===== config.mk =====
export PLATFORM = sky130hd
export DESIGN_NAME = tpiu_frame_decoder
export DESIGN_NICKNAME = d
export VERILOG_FILES = /design/src/rtl/tpiu_frame_decoder.sv
export SDC_FILE = /design/constraint.sdc
export NUM_CORES = 1
export LEC_CHECK = 0
export CAP_MARGIN = 25
export CORE_MARGIN = 3
export CORE_UTILIZATION = 25
export DETAILED_ROUTE_END_ITERATION = 6
export REMOVE_ABC_BUFFERS = 1
export SETUP_SLACK_MARGIN = 0.15
export SLEW_MARGIN = 10
export SYNTH_ARGS = -nofsm -noshare
export SYNTH_HDL_FRONTEND = slang
export SYNTH_SLANG_ARGS = --single-unit

===== constraint.sdc =====
create_clock -name clk -period 2 [get_ports clk]
set_clock_uncertainty 0.1 [all_clocks]
set_input_delay 0.6 -clock clk [delete_from_list [all_inputs] [get_ports clk]]
set_output_delay 0.6 -clock clk [all_outputs]
set_load 0.02 [all_outputs]

===== src/rtl/tpiu_frame_decoder.sv =====
// CoreSight TPIU formatter frame decoder: walks 16-byte frames into (ID, byte) pairs.
// Optional ID filter input IdMatch is enabled by defining TPIU_IDFILTER_EN.
module tpiu_frame_decoder #(
    parameter bit         EMIT_NULL = 1'b0,
    parameter logic [6:0] RESET_ID  = 7'd0
) (
    input  logic         clk,
    input  logic         rst,
    input  logic [127:0] Frame,
    input  logic         FrameReady,
    output logic         FrameNext,
    output logic [7:0]   DataOut,
    output logic [6:0]   IdOut,
    output logic         DataValid,
    input  logic         DataReady,
`ifdef TPIU_IDFILTER_EN
    input  logic [6:0]   IdMatch,
`endif
    output logic         Busy
);

    typedef enum logic {IDLE, WALK} state_t;

    state_t       state, state_nx;
    logic [127:0] frame_reg;
    logic [3:0]   slot;
    logic [6:0]   cur_id;
    logic [6:0]   pend_id;
    logic         pend_vld;
    logic         next_d;

    logic         capture;
    logic         step;
    logic         last;
    logic [7:0]   byte_cur;
    logic         aux_bit;
    logic         is_id;
    logic         id_pass;
    logic         emit;
    logic [7:0]   emit_data;

`ifdef TPIU_IDFILTER_EN
    assign id_pass = (IdMatch == 7'd0) || (cur_id == IdMatch);
`else
    assign id_pass = 1'b1;
`endif

    // Slot decode: byte 15 carries one aux bit per even slot pair.
    always_comb begin
        capture   = (state == IDLE) && FrameReady && !FrameNext && !next_d;
        step      = (state == WALK) && (!DataValid || DataReady);
        last      = (slot == 4'd14);
        byte_cur  = frame_reg[{slot, 3'b000} +: 8];
        aux_bit   = frame_reg[{4'b1111, slot[3:1]}];
        is_id     = !slot[0] && byte_cur[0];
        emit_data = slot[0] ? byte_cur : {byte_cur[7:1], aux_bit};
        emit      = step && !is_id && ((cur_id != 7'd0) || EMIT_NULL) && id_pass;

        state_nx = state;
        case (state)
            IDLE:    if (capture) state_nx = WALK;
            WALK:    if (step && last) state_nx = IDLE;
            default: state_nx = IDLE;
        endcase
    end

    always_ff @(posedge clk) begin
        if (rst) state <= IDLE;
        else     state <= state_nx;
    end

    // Capture / slot walk / registered output stage.
    always_ff @(posedge clk) begin
        if (rst) begin
            FrameNext <= 1'b0;
            next_d    <= 1'b0;
            frame_reg <= '0;
            slot      <= 4'd0;
            Busy      <= 1'b0;
            cur_id    <= RESET_ID;
            pend_id   <= 7'd0;
            pend_vld  <= 1'b0;
            DataValid <= 1'b0;
            DataOut   <= 8'd0;
            IdOut     <= 7'd0;
        end else begin
            FrameNext <= capture;
            next_d    <= FrameNext;
            if (capture) begin
                frame_reg <= Frame;
                slot      <= 4'd0;
                Busy      <= 1'b1;
            end
            if (step) begin
                slot <= slot + 4'd1;
                if (last) Busy <= 1'b0;
                if (is_id) begin
                    // A delayed switch on slot 14 has no odd slot to wait for, so it lands now.
                    if (aux_bit && !last) begin
                        pend_vld <= 1'b1;
                        pend_id  <= byte_cur[7:1];
                    end else begin
                        cur_id <= byte_cur[7:1];
                    end
                end else if (slot[0] && pend_vld) begin
                    cur_id   <= pend_id;
                    pend_vld <= 1'b0;
                end
            end
            if (emit) begin
                DataValid <= 1'b1;
                DataOut   <= emit_data;
                IdOut     <= cur_id;
            end else if (DataReady) begin
                DataValid <= 1'b0;
            end
        end
    end

endmodule


==> After elaboration in Yosys (flattened, before gate mapping) <==
Cells that the tools add are included.
{ "word_totals": {"ff_bits": 167, "output_inout_bits": 18, "word_cells": 62} }
{ "op_classes": {"n_addsub": 1, "n_lt_le_gt_ge": 1, "n_eq_ne": 3, "shift": 1, "n_mux": 19, "bitwise": 1, "n_reduce_logical": 24} }
{ "ops": {"columns": ["cell", "n"], "rows": [
  ["128-bit by 8-bit variable part select with 8-bit output", 1],
  ["7-bit two-way mux", 3],
  ["1-bit two-way mux", 12],
  ["1-bit logical AND", 10],
  ["3-bit AND reduction", 3],
  ["7-bit by 8-bit less-than comparator with 1-bit output, second input constant", 1],
  ["4-bit two-way mux", 2],
  ["7-bit nonzero test", 1],
  ["1-bit logical NOT", 6],
  ["2-bit nonzero test", 3],
  ["4-bit by 1-bit adder with 4-bit output, second input constant", 1],
  ["4-bit equality test, second input constant", 1],
  ["1-bit binary-select mux with 3-bit select", 1],
  ["2-bit by 1-bit inequality test with 1-bit output, second input constant", 1],
  ["2-bit inequality test, second input constant", 1],
  ["1-bit one-hot mux with 2 select lines", 1],
  ["1-bit logical OR", 1],
  ["1-bit inverter", 1]
]} }

==> Depth between registers and ports, before layout <==
{ "logic_depth": {"depth_word": 7, "mapped_depth": 10, "depth_no_buf": 7} }

==> Least setup slack after synthesis <==
Ideal clock, no wire load.
{ "synth_timing": {"kind": "reg2reg", "startpoint": "reg slot[0]", "endpoint": "reg pend_id[3]", "arrival_time_ns": 1.824, "path_slack_ns": -0.059, "path_stages_with_launch": 8, "n_path_buf": 2, "synth_period_minus_slack_ns": 2.059, "cell_sequence": "dfxtp_1 buf_2 buf_2 mux4_2 a22oi_1 o31ai_1 nor3_1 nor3_2"} }
{ "synth_via": {"elab_chain_cells": 4, "elab_cells_between_ends": 7} }
{ "synth_lines": {"columns": ["element", "line", "source"], "rows": [
  ["start: declaration", "26", "logic [3:0] slot;"],
  ["start signal: assignment", "95", "slot <= slot + 4'd1;"],
  ["parallel branches: the longest is 4 deep, another holds 128-bit by 8-bit variable part select with 8-bit output", null, null],
  ["end signal: assignment", "101", "pend_id <= byte_cur[7:1];"],
  ["end: declaration", "28", "logic [6:0] pend_id;"]
]} }
Several ways; the timed one is not identified.
A chain may end at the register's enable or synchronous reset.

==> Worst setup path after layout <==
{ "layout_timing": {"startpoint": "reg slot[0]", "endpoint": "reg cur_id[0]"} }
{ "layout_via": {"elab_chain_cells": 5, "elab_cells_between_ends": 12} }
{ "layout_lines": {"columns": ["element", "line", "source"], "rows": [
  ["parallel branches: the longest is 5 deep, another holds 128-bit by 8-bit variable part select with 8-bit output", null, null],
  ["end signal: assignment", "103", "cur_id <= byte_cur[7:1];"],
  ["end signal: assignment", "106", "cur_id <= pend_id;"],
  ["end: declaration", "27", "logic [6:0] cur_id;"]
]} }
Several ways; the timed one is not identified. The select of a mux whose other input is x is not followed.

==> metrics.txt <==
worst-path maximum fanout=7; Hold Path Class=flop to flop; max-slew violations=0; IO Pins=150; Avg Vias per Cell=4.50; Hold Fails Final Rpt=0; CTS Sinks=167; Tmin final=2.12 ns; worst skew pair latency=0.42 ns; area leader, netlist=dfxtp_1; Final Setup Violations=26; Area Growth Syn to Fin=45.1%; crit-path leading delay family=multiplexers; Max Cap Viol=0; final worst path period share=106%; Antenna Nets Post-Route=0; RSZ-0062 raised after global routing=yes; Hold Path Depth=2; r2r startpoint=slot[0]$_SDFFE_PP0P_; GP Congestion=0.805; CP Cell Sequence=mux4_2, mux2i_4, buf_12, o21a_4, buf_12, nand2_2, a311oi_2; core footprint=27,900 sq um; top cell type's share of synthesized area=46.8%; Mapped Area=7140 sq um; total power=0.00819 W; crit start category=flop; Filler Cell Count=2,840; Synth Flop Type=dfxtp_1; hold path start=frame_reg[66]$_SDFFE_PP0P_; status=complete, but fails checks; worst reg2reg path depth=7; drt wl/cell=15.2 um; CP Data Required Time=2.23 ns; Total GRT Usage=13.8%; post-layout net count=1,127; library cells used by synthesis=50; total gr overflow=0; Slowest Stage Delay on Critical Path=0.55 ns; CP max-delay cell=mux4_2; TritonCTS clock tree=yes; LEAKAGE=3.71 nW; grt met2 use=22.5%; cts bufs inserted=17; Final Core Density=37.1%; FP Rows=61; Via Count=6,217; DRT iter0 DRCs=318; grt met3 use=3.17%; Rel. slew slack=67.7%; Post-route DRC=0; Starting Density=25.6%; largest net degree at the start of global routing=73; ANT cells=0; Worst path most repeated cell=buf_12; vias in the first global route=6,291; fin area=10,400 sq um; worst path bufs/invs=2; Area after DPL=9330 sq um; CTS max path bufs=2; Root Buffer=clkbuf_16; Worst Max-Slew Pin Slew=0.485 ns; Yosys reg bits=167; share of cells above drive strength 1=20.1%; global route hottest layer=met2; hpwl dp=14,500 um; Final WS setup=-0.123 ns; PortBufs=149; synth top area cells=dfxtp_1 (47%), nand2_1 (15%), a21oi_1 (10%); met1 Resource Use GR=18.7%; H-Tree Depth=4; failing checks=setup timing; crit end category=flop; Post-synth ARST share=0%; clk slew on worst S/H paths=0.07 ns; Max VDD drop=0.420 mV; number of flip-flops in the largest register=128; critical path data arrival time=2.36 ns; drt first pass iters=4; Die Area=30,600 sq um; sequential element share of the synthesized area=46.8%; worst reg2reg endpoint=cur_id[0]$_SDFFE_PP0P_; Ys Warns=0; WS Path Type=flop to flop; Routed WL=21,000 um; Post-synth EDFFs=0; Hold Crit Endpoint=frame_reg[66]$_SDFFE_PP0P_; FF-to-FF setup slack=-0.12 ns; Synth Instances=828; Power Density=791 nW/um^2; chip width=175 um; Highest Clock Rate=471 MHz; first-pass GRT wire length=33,400 um; Die Ht=175 um; synthesized area per cell=8.62 sq um; initial antenna violation count=0
worst max path at each step:
stage                               startpoint                     endpoint  slack (ns)  cells past startpoint
after global placement              FrameReady   frame_reg[40]$_SDFFE_PP0P_       -0.30                      5
after CTS                 slot[0]$_SDFFE_PP0P_        IdOut[4]$_SDFFE_PP0P_       -0.12                      7
after detailed placement            FrameReady  frame_reg[121]$_SDFFE_PP0P_       -0.33                      5
after global routing      slot[0]$_SDFFE_PP0P_       cur_id[0]$_SDFFE_PP0P_       -0.18                      7
final                     slot[0]$_SDFFE_PP0P_       cur_id[0]$_SDFFE_PP0P_       -0.12                      7
after floorplan                     FrameReady              Busy$_SDFF_PP0_       -8.95                      3
cell usage after synthesis (2+ instances only):
cell,count
a21oi_1,142
a22oi_1,5
a311oi_2,4
a31oi_1,5
a32oi_1,3
and2_1,2
buf_2,14
buf_4,6
buf_6,3
clkbuf_1,43
dfxtp_1,167
ha_1,2
inv_1,2
mux2_2,9
mux2i_1,16
mux4_2,30
nand2_1,282
nand2b_1,2
nand3_1,7
nor2_1,29
nor2b_1,3
nor3_1,9
nor3_2,3
o21a_1,3
o21ai_0,2
o21ai_1,6
o22ai_1,3
o31ai_1,3
o32ai_1,2
through the flow:
stage | TNS [ns] | hold slack [ns] | instances | worst slack, ns
final | -1.71 | 0.352 | 1383 | -0.123
after global routing | -3.99 | 0.365 | 1383 | -0.181
after CTS | -1.85 | 0.354 | 1382 | -0.116
after detailed placement | -45.06 | 0.344 | 1341 | -0.328
after global placement | -42.50 | 0.339 | 1341 | -0.299
after floorplan | -1186.86 | 0.327 | 760 | -8.95
report_power, final:
| part | switching, W | total [W] | internal [W] |
|---|---|---|---|
| Combinational | 0.000655 | 0.00139 | 0.000733 |
| Sequential | 0.000108 | 0.00363 | 0.00352 |
| Clock | 0.00141 | 0.00317 | 0.00175 |
| Total | 0.00218 | 0.00819 | 0.00601 |
area by class of cell:
cell class                      count  area (sq um)  share of cell area (%)
Clock inverter                     13           121                    1.17
Tap cell                          378           473                    4.57
Inverter                            3          11.3                   0.109
Clock buffer                       18           439                    4.24
Timing Repair Buffer              214          2270                    22.0
Multi-Input combinational cell    590          3680                    35.6
Sequential cell                   167          3360                    32.4
worst register-to-register path, delay by kind of cell (launching register included):
kind / cells / cell delay (ns)
buf+inv: 2 / 0.28
flops: 1 / 0.42
simple gates: 1 / 0.06
compound gates: 2 / 0.44
mux: 2 / 0.73
layout by cell type, fill, tap and decap left out, types with 5 or more instances in the layout:
cell and instances:
clkbuf_16 17, nor3_2 6, o21ai_2 6, mux2_2 7
a21oi_1 138, nand2_1 278, mux4_2 30, dfxtp_1 163
clkdlybuf4s50_1 129, a31oi_1 5, buf_4 38, buf_6 9
nor3_1 6, nand3_1 6, nor2_1 22, mux2i_1 14
clkinvlp_4 5, nor2_2 5, clkdlybuf4s15_1 10, buf_12 14
metal layers:
metal / up-vias / share of wire, %
met5: - / 0
met4: 0 / 1.2
met3: 14 / 3.9
met2: 124 / 48
met1: 2923 / 47
li1: 3156 / -
repair_timing:
action                                  CTS  global route
hold buffers                              0             0
gates cloned                              4             0
endpoints found under the setup margin  115            49
pin swaps                                13            13
resized for setup                        72            37
setup buffers                             6             1
logic make-up (layout without fill, tap and decap cells):
kind of cell | after synthesis | in the layout | synth area share, %
XOR/XNOR | 2 | 2 | 0.245
adder cells (fa/ha/maj) | 2 | 2 | 0.351
flip-flops | 167 | 167 | 46.8
AND/OR/NAND/NOR | 344 | 344 | 19.2
buffers and inverters | 71 | 248 | 4.63
AO/OA/AOI/OAI | 186 | 186 | 15.3
multiplexers | 56 | 56 | 13.4
Power figures use the tool's default switching activity.
